File: src/rtl/s2p_pkg.sv
// Shared types and constants for the serial-to-parallel frame deserializer.
// S2P_PARITY_EN adds the PARITY state to the state encoding.
package s2p_pkg;

  localparam int S2P_DEFAULT_WIDTH = 8;

  typedef enum logic [1:0] {
    IDLE   = 2'd0,
    SHIFT  = 2'd1,
`ifdef S2P_PARITY_EN
    PARITY = 2'd2,
`endif
    COMMIT = 2'd3
  } s2p_state_e;

endpackage

File: src/rtl/s2p_shift_core.sv
// Shift register with bit-order insert; a start cycle clears the old contents
// and inserts the first bit of a new frame in the same edge.
module s2p_shift_core
  import s2p_pkg::*;
#(
  parameter int WIDTH = S2P_DEFAULT_WIDTH
) (
  input  logic             clk,
  input  logic             rst_n,
  input  logic             start,
  input  logic             shift_en,
  input  logic             msb_first,
  input  logic             bit_in,
  output logic [WIDTH-1:0] word
);

  logic [WIDTH-1:0] word_d, word_q, base;

  always_comb begin
    base   = start ? '0 : word_q;
    word_d = word_q;
    // MSB-first shifts up so the first bit lands in WIDTH-1; LSB-first shifts down to bit 0.
    if (start || shift_en) begin
      word_d = msb_first ? {base[WIDTH-2:0], bit_in} : {bit_in, base[WIDTH-1:1]};
    end
  end

  always_ff @(posedge clk) begin
    if (!rst_n) word_q <= '0;
    else        word_q <= word_d;
  end

  assign word = word_q;

endmodule

File: src/rtl/s2p_frame_deser.sv
// Serial-to-parallel frame deserializer: frame FSM, bit counter and status flags.
// Define S2P_PARITY_EN to expect a trailing even-parity bit per frame.
//
// state  | meaning
// IDLE   | no frame in progress, strobes without frame_start are dropped
// SHIFT  | collecting data bits
// PARITY | waiting for the even-parity bit (S2P_PARITY_EN only)
// COMMIT | publishing the assembled word for one cycle
module s2p_frame_deser
  import s2p_pkg::*;
#(
  parameter int WIDTH = S2P_DEFAULT_WIDTH
) (
  input  logic             clk,
  input  logic             rst_n,
  input  logic             ser_in,
  input  logic             ser_valid,
  input  logic             frame_start,
  input  logic             msb_first,
  output logic [WIDTH-1:0] par_out,
  output logic             par_valid,
  output logic             busy,
  output logic             frame_err,
  output logic             parity_err
);

  localparam int CNT_W = $clog2(WIDTH + 1);
  localparam logic [CNT_W-1:0] LAST_CNT = CNT_W'(WIDTH - 1);

  s2p_state_e       state_d, state_q;
  logic [CNT_W-1:0] cnt_d, cnt_q;
  logic             msb_d, msb_q;
  logic [WIDTH-1:0] par_out_d, par_out_q;
  logic             par_valid_d, par_valid_q;
  logic             busy_d, busy_q;
  logic             frame_err_d, frame_err_q;
  logic             new_frame, core_start, core_shift, core_msb;
  logic [WIDTH-1:0] core_word;
`ifdef S2P_PARITY_EN
  logic             parity_bit_d, parity_bit_q;
  logic             parity_err_d, parity_err_q;
`endif

  s2p_shift_core #(.WIDTH(WIDTH)) u_shift_core (
    .clk       (clk),
    .rst_n     (rst_n),
    .start     (core_start),
    .shift_en  (core_shift),
    .msb_first (core_msb),
    .bit_in    (ser_in),
    .word      (core_word)
  );

  always_comb begin
    state_d     = state_q;
    cnt_d       = cnt_q;
    msb_d       = msb_q;
    par_out_d   = par_out_q;
    par_valid_d = 1'b0;
    frame_err_d = 1'b0;
    core_start  = 1'b0;
    core_shift  = 1'b0;
    core_msb    = msb_q;
    new_frame   = ser_valid & frame_start;
`ifdef S2P_PARITY_EN
    parity_bit_d = parity_bit_q;
    parity_err_d = 1'b0;
`endif

    case (state_q)
      IDLE: ;
      SHIFT: begin
        if (new_frame) begin
          frame_err_d = 1'b1;
        end else if (ser_valid) begin
          core_shift = 1'b1;
          cnt_d      = cnt_q + CNT_W'(1);
`ifdef S2P_PARITY_EN
          if (cnt_q == LAST_CNT) state_d = PARITY;
`else
          if (cnt_q == LAST_CNT) state_d = COMMIT;
`endif
        end
      end
`ifdef S2P_PARITY_EN
      PARITY: begin
        if (new_frame) begin
          frame_err_d = 1'b1;
        end else if (ser_valid) begin
          parity_bit_d = ser_in;
          state_d      = COMMIT;
        end
      end
`endif
      COMMIT: begin
        par_out_d   = core_word;
        par_valid_d = 1'b1;
`ifdef S2P_PARITY_EN
        parity_err_d = (^core_word) != parity_bit_q;
`endif
        state_d = IDLE;
        cnt_d   = '0;
      end
      default: begin
        state_d = IDLE;
        cnt_d   = '0;
      end
    endcase

    // A qualified frame_start wins in every state: it aborts or chains into a new frame.
    if (new_frame) begin
      core_start = 1'b1;
      core_msb   = msb_first;
      msb_d      = msb_first;
      cnt_d      = CNT_W'(1);
      state_d    = SHIFT;
    end

    busy_d = (state_d != IDLE);
  end

  always_ff @(posedge clk) begin
    if (!rst_n) begin
      state_q     <= IDLE;
      cnt_q       <= '0;
      msb_q       <= 1'b0;
      par_out_q   <= '0;
      par_valid_q <= 1'b0;
      busy_q      <= 1'b0;
      frame_err_q <= 1'b0;
`ifdef S2P_PARITY_EN
      parity_bit_q <= 1'b0;
      parity_err_q <= 1'b0;
`endif
    end else begin
      state_q     <= state_d;
      cnt_q       <= cnt_d;
      msb_q       <= msb_d;
      par_out_q   <= par_out_d;
      par_valid_q <= par_valid_d;
      busy_q      <= busy_d;
      frame_err_q <= frame_err_d;
`ifdef S2P_PARITY_EN
      parity_bit_q <= parity_bit_d;
      parity_err_q <= parity_err_d;
`endif
    end
  end

  assign par_out   = par_out_q;
  assign par_valid = par_valid_q;
  assign busy      = busy_q;
  assign frame_err = frame_err_q;
`ifdef S2P_PARITY_EN
  assign parity_err = parity_err_q;
`else
  assign parity_err = 1'b0;
`endif

endmodule

File: config.mk
export PLATFORM = sky130hd
export DESIGN_NAME = s2p_frame_deser
export DESIGN_NICKNAME = d
export VERILOG_FILES = /design/src/rtl/s2p_pkg.sv /design/src/rtl/s2p_shift_core.sv /design/src/rtl/s2p_frame_deser.sv
export SDC_FILE = /design/constraint.sdc
export NUM_CORES = 1
export LEC_CHECK = 0
export BUFFER_PORTS_ARGS = -buffer_cell sky130_fd_sc_hd__buf_2
export CORE_MARGIN = 3
export CORE_UTILIZATION = 58
export CTS_CLUSTER_SIZE = 10
export DETAILED_ROUTE_END_ITERATION = 7
export PLACE_DENSITY = 0.77
export SETUP_SLACK_MARGIN = 0.2
export SLEW_MARGIN = 15
export SYNTH_ARGS = -nofsm -noshare
export SYNTH_HDL_FRONTEND = slang
export SYNTH_SLANG_ARGS = --single-unit
File: constraint.sdc
create_clock -name clk -period 3.1 [get_ports clk]
set_input_delay 0.31 -clock clk [delete_from_list [all_inputs] [get_ports clk]]
set_output_delay 0.31 -clock clk [all_outputs]
set_load 0.01 [all_outputs]
# After elaboration in Yosys (flattened, before gate mapping)
# Cells that the tools add are included.
# word_totals
reg_bits	26
inputBits	6
output_inout_bits	12
# classes
eq_ne	6
bitwise	3
reduce_logical	7
n_addsub	1
muxes	15
# ops
operator	n
$mux W8	2
$pmux W4 S2	1
$mux W1	7
$mux W2	3
$reduce_and A2 Y1	3
$add A4 B1 Y4 const B	1
$eq A4 B3 Y1 const B	1
$mux W4	1
$ne A2 B2 Y1 const B	2
$pmux W2 S2	1
$ne A3 B3 Y1 const B	1
$eq A2 B1 Y1 const B	1
$eq A2 B2 Y1 const B	1
$logic_not A2 Y1	1
$not A1 Y1	2
$reduce_bool A2 Y1	1
$reduce_or A2 Y1	1
$and A1 B1 Y1	1
$logic_or A1 B1 Y1	1

# Logic depth before layout (Yosys ltp)
# Gate-level depths: netlist of the first run.
# logic_depth
ltp_word	6
mapped_depth	6

# By module
# Synthesis of the first run repeated with hierarchy kept, for this count alone.
# hier_totals
cells_unflattened	115
hier_area_um2	1059.8
# modules_own_cells
module	n_inst	cells_per_inst	area_each_um2	seq_area_each_um2
s2p_frame_deser	1	77	686.9	360.3
s2p_shift_core	1	38	372.9	160.2

# Worst setup path before layout of the first run
# No wires, ideal clock.
# synth_path
path_kind	reg2reg
start	register state_q[0]
end	register u_shift_core.word_q[1], in the netlist u_shift_core.word[1]
path_buffers	2
t_arrival_ns	1.067
setup_ns	0.116
setup_slack_ns	1.917
path_stages_with_launch	7
path_cell_list	dfxtp_1 -> nor2b_4 -> buf_6 -> o21a_1 -> buf_6 -> mux2i_1 -> nor2b_1
# synth_between
elab_chain_len	3
# synth_lines
item	line_no	source
from (decl)	s2p_frame_deser.sv:30	s2p_state_e state_d, state_q;
from (signal assigned)	s2p_frame_deser.sv:136	state_q <= state_d;
$eq A2 B1 Y1	s2p_frame_deser.sv:70	case (state_q)
$mux W1	s2p_frame_deser.sv:70	
$logic_or A1 B1 Y1	s2p_shift_core.sv:23	if (start || shift_en) begin
to (signal assigned)	s2p_shift_core.sv:30	else word_q <= word_d;
to (decl)	s2p_shift_core.sv:17	logic [WIDTH-1:0] word_d, word_q, base;
# No other way between the ends.
# A chain may end at the register's enable or synchronous reset.

# Worst setup path in the final report of the first run
# layout_path
start	register state_q[0]
end	register u_shift_core.word_q[4], in the netlist u_shift_core.word[4]
# Same word-level chain as after synthesis.

==> results of run 1 <==
==> layout by cell type, fill, tap and decap left out <==
cell type / synthesis / layout
bufinv_16: 0 / 1
a21oi_1: 2 / 2
nor4_1: 1 / 1
o21ai_0: 3 / 3
a311oi_1: 1 / 1
o21a_1: 3 / 3
xnor2_1: 1 / 1
nor2_1: 7 / 7
and2_1: 3 / 3
nand3_1: 11 / 11
inv_1: 1 / 1
o32ai_1: 1 / 1
dfxtp_1: 26 / 26
and3_1: 2 / 2
buf_2: 2 / 16
a21o_1: 2 / 2
nand2_1: 17 / 17
conb_1: 1 / 1
a21boi_0: 8 / 8
nor2b_4: 1 / 1
mux2i_1: 11 / 11
ha_1: 1 / 1
xor2_1: 2 / 2
a31oi_1: 2 / 2
or2_2: 1 / 1
nand2b_1: 2 / 2
clkbuf_4: 0 / 3
nor2b_1: 5 / 5
==> flip-flops by register name, summed over array words and instances (netlist names) <==
signal,count
busy,1
par_valid,1
frame_err,1
msb_q,1
cnt_q,4
state_q,2
par_out,8
u_shift_core.word,8
==> area by class of cell <==
| class | count | area, µm² | area share |
|---|---|---|---|
| Multi-Input combinational cell | 88 | 552 | 0.445 |
| Sequential cell | 26 | 520 | 0.420 |
| Timing Repair Buffer | 16 | 80.1 | 0.0646 |
| Tap cell | 25 | 31.3 | 0.0252 |
| Clock inverter | 1 | 30.0 | 0.0242 |
| Clock buffer | 3 | 22.5 | 0.0182 |
| Inverter | 1 | 3.75 | 0.00303 |
==> critical path: stages (launching register included) <==
cell and delay (ns):
dfxtp_1 0.59, nor2b_4 0.31, o21a_1 0.33, mux2i_1 0.24
nor2b_1 0.07
==> routing by layer <==
| layer | share of wire | up-vias | track usage |
|---|---|---|---|
| li1 | - | 440 | - |
| met5 | 0 | - | 0 |
| met3 | 0.052 | 4 | 0.0297 |
| met1 | 0.48 | 406 | 0.233 |
| met4 | 0.013 | 0 | 0.0942 |
| met2 | 0.45 | 28 | 0.302 |
==> metrics by stage <==
| step | worst slack [ns] | instances | area, µm² | total power [W] | util |
|---|---|---|---|---|---|
| 2_1_floorplan | 1.92 | 125 | 1140 | 0.000392 | - |
| 3_3_place_gp | 1.55 | 156 | 1190 | 0.000397 | 0.666 |
| 3_5_place_dp | 1.50 | 156 | 1190 | 0.000397 | 0.666 |
| 4_1_cts | 1.48 | 160 | 1240 | 0.000623 | 0.695 |
| 5_1_grt | 1.34 | 160 | 1240 | 0.000642 | 0.695 |
| 6_report | 1.48 | 160 | 1240 | 0.000618 | 0.695 |
==> power by group through the flow <==
stage               sequential (W)  clock [W]  combinational, W
floorplan                 0.000352          0         0.0000400
global placement          0.000357          0         0.0000400
detailed placement        0.000357          0         0.0000408
CTS                       0.000349   0.000233         0.0000414
global route              0.000351   0.000245         0.0000465
finish                    0.000350   0.000226         0.0000417
==> path summary, 6_finish.rpt <==
check / startpoint / end / slack (ns)
max: state_q[0] / u_shift_core.word[4] / 1.48
min: ser_in / u_shift_core.word[0] / 0.25
max reg2reg: state_q[0] / u_shift_core.word[4] / 1.48
min reg2reg: cnt_q[3] / state_q[1] / 0.47
==> cell families after synthesis <==
logic type | synth area share
other | 0.00329
AO/OA/AOI/OAI | 0.134
buffers and inverters | 0.0582
adder cells (fa/ha/maj) | 0.0110
multiplexers | 0.0967
flip-flops | 0.457
XOR/XNOR | 0.0231
AND/OR/NAND/NOR | 0.216
==> metrics.csv, run 1 <==
metric;value;unit
GRT Util Overall;0.184;
DRT antenna net count;0;
CTS Sinks;26;
CTS Buf Count;3;
clock transition at the registers of the reported paths;0.14;ns
drt pass-1 iters;4;
maximum fanout along the worst path;14;
vias per cell;5.49;
period utilization;0.523;
Clock Path Buffers;2;
num rows;15;
WL final;2.08;mm
Synth area leader;dfxtp_1;
WS Path Type;flop to flop;
Cells on Worst Hold Path;3;
worst r2r path cells;4;
P_sw;0.000127;W
final hold violation count;0;
die width;50.3;µm
sequential area share after synthesis;0.457;
Worst Hold Class;input port to flop;
total negative slack;0;ns
CTS Hold Bufs;0;
status;finished clean;
die height;50.3;µm
H-tree Lvls;1;
share of cells above drive strength 1;0.163;
clock skew;0.0108;ns
P_int;0.000491;W
final max-slew violation count;0;
Cell Area, Synth;1140;µm²
core area;1780;µm²
setup bufs post-CTS;0;
vias;878;
Die Area;2530;µm²
Max Fclk;617;MHz
sw frac;0.206;
CTS root buffer;clkbuf_4;
grt total ovfl;0;
Synth Flop Type;dfxtp_1;
combinational power share;0.068;
synth unique cells;29;
fillcell total;150;
1st-iter DRT viols;21;
Seq cells post-synth;26;
top cells by count, synth;26 x dfxtp_1, 17 x nand2_1, 11 x mux2i_1, 11 x nand3_1, 8 x a21boi_0;
initial antenna violation count;0;
WL/cell;13.0;µm
YS warnings;0;
top cells by area, synth;dfxtp_1 46%, mux2i_1 9.7%, nand2_1 5.6%;
startpoint types;flop;
Clock Power Share;0.366;
# diodes;0;
Mapped Avg Cell Area;9.11;µm²
first-pass GRT wire length;3.61;mm
DRC;0;
required time of the critical path;3.33;ns
Initial Utilization;0.639;
synthesized net count;132;
PostCTS Resize Cnt;0;
Post-synth EDFFs;0;
Post-synth ARST share;0;
port buffer count;16;
Mapped Cells;125;
Seq pwr share;0.566;
Placer Congestion;0.787;
top-count cell post-synth;dfxtp_1;
Skew-Pair Late Insertion Delay;0.32;ns
vias in the first global route;853;
largest net degree at the start of global routing;23;
Ports;18;
Total Nets Final;143;
Area Overhead vs Synth;8.90;%
area share of the largest cell type after synthesis;0.457;
Leak;0.484;nW
Power Dens Cells;498;nW/µm²
hold slack;0.251;ns
RSZ-0062 raised after global routing;no;
CP endpoint kind;flop;
Max VDD drop;0.367;mV
MaxCap Viol Count;0;
post-route minimum period;1.62;ns
DP HPWL;1.46;mm
Setup-failing EPs final;0;
CP arrival;1.85;ns
CTS tree;done;
Power figures use the tool's default switching activity.
==> run 2, diff against run 1 <==
CORE_UTILIZATION = 54   (was 58)
PLACE_DENSITY = 0.73   (was 0.77)
clock period = 1.62 ns   (was 3.1 ns; I/O delays follow)
==> run 2 against run 1 <==
Compared with the run above: combinational power increased by 110%; critical path depth is the same; maximum frequency increased by 29%; sequential cell count unchanged; largest cell class unchanged.
==> metrics.csv, run 2 (synthesized netlist as in run 1, its figures left out) <==
metric;value;unit
post-route minimum period;1.25;ns
Max VDD drop;0.470;mV
required time of the critical path;1.83;ns
CTS tree;done;
WL/cell;12.0;µm
DRT antenna net count;0;
port buffer count;16;
fillcell total;166;
delay-heaviest family, CP;flip-flops;
share of cells above drive strength 1;0.182;
WS Path Type;flop to flop;
startpoint types;flop;
Leak;0.488;nW
initial antenna violation count;0;
Max Fclk;797;MHz
first-pass GRT wire length;3.45;mm
clock skew;0.00394;ns
MaxCap Viol Count;0;
DRC;0;
largest net degree at the start of global routing;23;
GRT Util Overall;0.167;
Skew-Pair Late Insertion Delay;0.31;ns
CTS Hold Bufs;0;
# diodes;0;
CP arrival;1.47;ns
most frequent cells in the layout;26 x dfxtp_1, 17 x nand2_1, 16 x buf_2, 11 x nand3_1, 11 x mux2i_1;
vias in the first global route;760;
final max-slew violation count;0;
CP bufs+invs;0;
Worst Hold Class;input port to flop;
vias;839;
Finished Layout Cells;162;
Post-Place Cells;158;
die width;51.9;µm
DP HPWL;1.42;mm
core area;1860;µm²
CTS root buffer;clkbuf_4;
maximum fanout along the worst path;9;
RSZ-0062 raised after global routing;no;
CTS Buf Count;3;
H-tree Lvls;1;
1st-iter DRT viols;8;
Initial Utilization;0.613;
num rows;15;
Ports;18;
grt total ovfl;0;
commonest non-fill, non-tap cell in the layout;dfxtp_1;
Area Overhead vs Synth;8.90;%
WL final;1.94;mm
Pwr Total;0.00107;W
Setup-failing EPs final;0;
worst-path cell chain;nor2b_4 -> o21a_2 -> mux2i_1 -> nor2b_1;
vias per cell;5.18;
total negative slack;0;ns
CTS Sinks;26;
Die Area;2700;µm²
CP peak stage delay;0.37;ns
status;finished clean;
drt pass-1 iters;4;
period utilization;0.774;
Critical-path top delay cell;dfxtp_1;
setup bufs post-CTS;0;
clock transition at the registers of the reported paths;0.13;ns
Power Dens Cells;859;nW/µm²
die height;51.9;µm
final hold violation count;0;
CP endpoint kind;flop;
Placer Congestion;0.791;
Clock Path Buffers;2;
Total Nets Final;145;
run 2: changes by cell type in the layout (fill, tap and decap cells not counted):
cell	change
buf_4	+2
bufinv_16	-1
clkbuf_8	+1
o21a_1	-1
o21a_2	+1
run 2: area by class of cell:
type                    instances  area, µm²  area share
multi-input cells              88        553       0.446
repair buffers                 18       95.1      0.0767
flip-flops and latches         26        520       0.420
well taps                      25       31.3      0.0252
inverters                       1       3.75     0.00303
clock buffers                   4       36.3      0.0293
run 2: timing repair:
| item | 4_1_cts | 5_1_grt |
|---|---|---|
| hold endpoints to repair | 0 | 0 |
| gates resized for setup | 0 | 1 |
| endpoints found under the setup margin | 0 | 4 |
run 2: routing by layer:
layer / GRT usage / wire (µm)
met5: 0 / 0
met4: 0.0393 / 9
met3: 0.0258 / 90
met2: 0.255 / 837
met1: 0.244 / 998
run 2: path summary, 6_finish.rpt:
kind              cells after the start                   end  startpoint  slack, ns
setup reg to reg                      4  u_shift_core.word[4]  state_q[0]       0.37
hold / removal                        3  u_shift_core.word[7]      ser_in       0.11
setup / recovery                      4  u_shift_core.word[4]  state_q[0]       0.37
hold reg to reg                       2            par_out[2]  par_out[2]       0.47
run 2: worst register-to-register path: stages (launching register included):
cell,delay [ns]
dfxtp_1,0.37
nor2b_4,0.25
o21a_2,0.25
mux2i_1,0.22
nor2b_1,0.07
run 2: metrics by stage:
step	utilization	cell area (µm²)	worst slack (ns)	hold WS (ns)
final	0.667	1240	0.366	0.107
after global routing	0.667	1240	0.256	0.112
after CTS	0.667	1240	0.255	0.0998
after detailed placement	0.647	1200	0.275	0.443
after global placement	0.647	1200	0.299	0.440
after floorplan	-	1140	0.437	0.317
run 2: where the power goes:
part / internal [W] / total (W) / switching [W]
Clock: 0.000137 / 0.000315 / 0.000178
Combinational: 0.0000389 / 0.0000859 / 0.0000469
Sequential: 0.000652 / 0.000665 / 0.0000125
Total: 0.000828 / 0.00107 / 0.000237
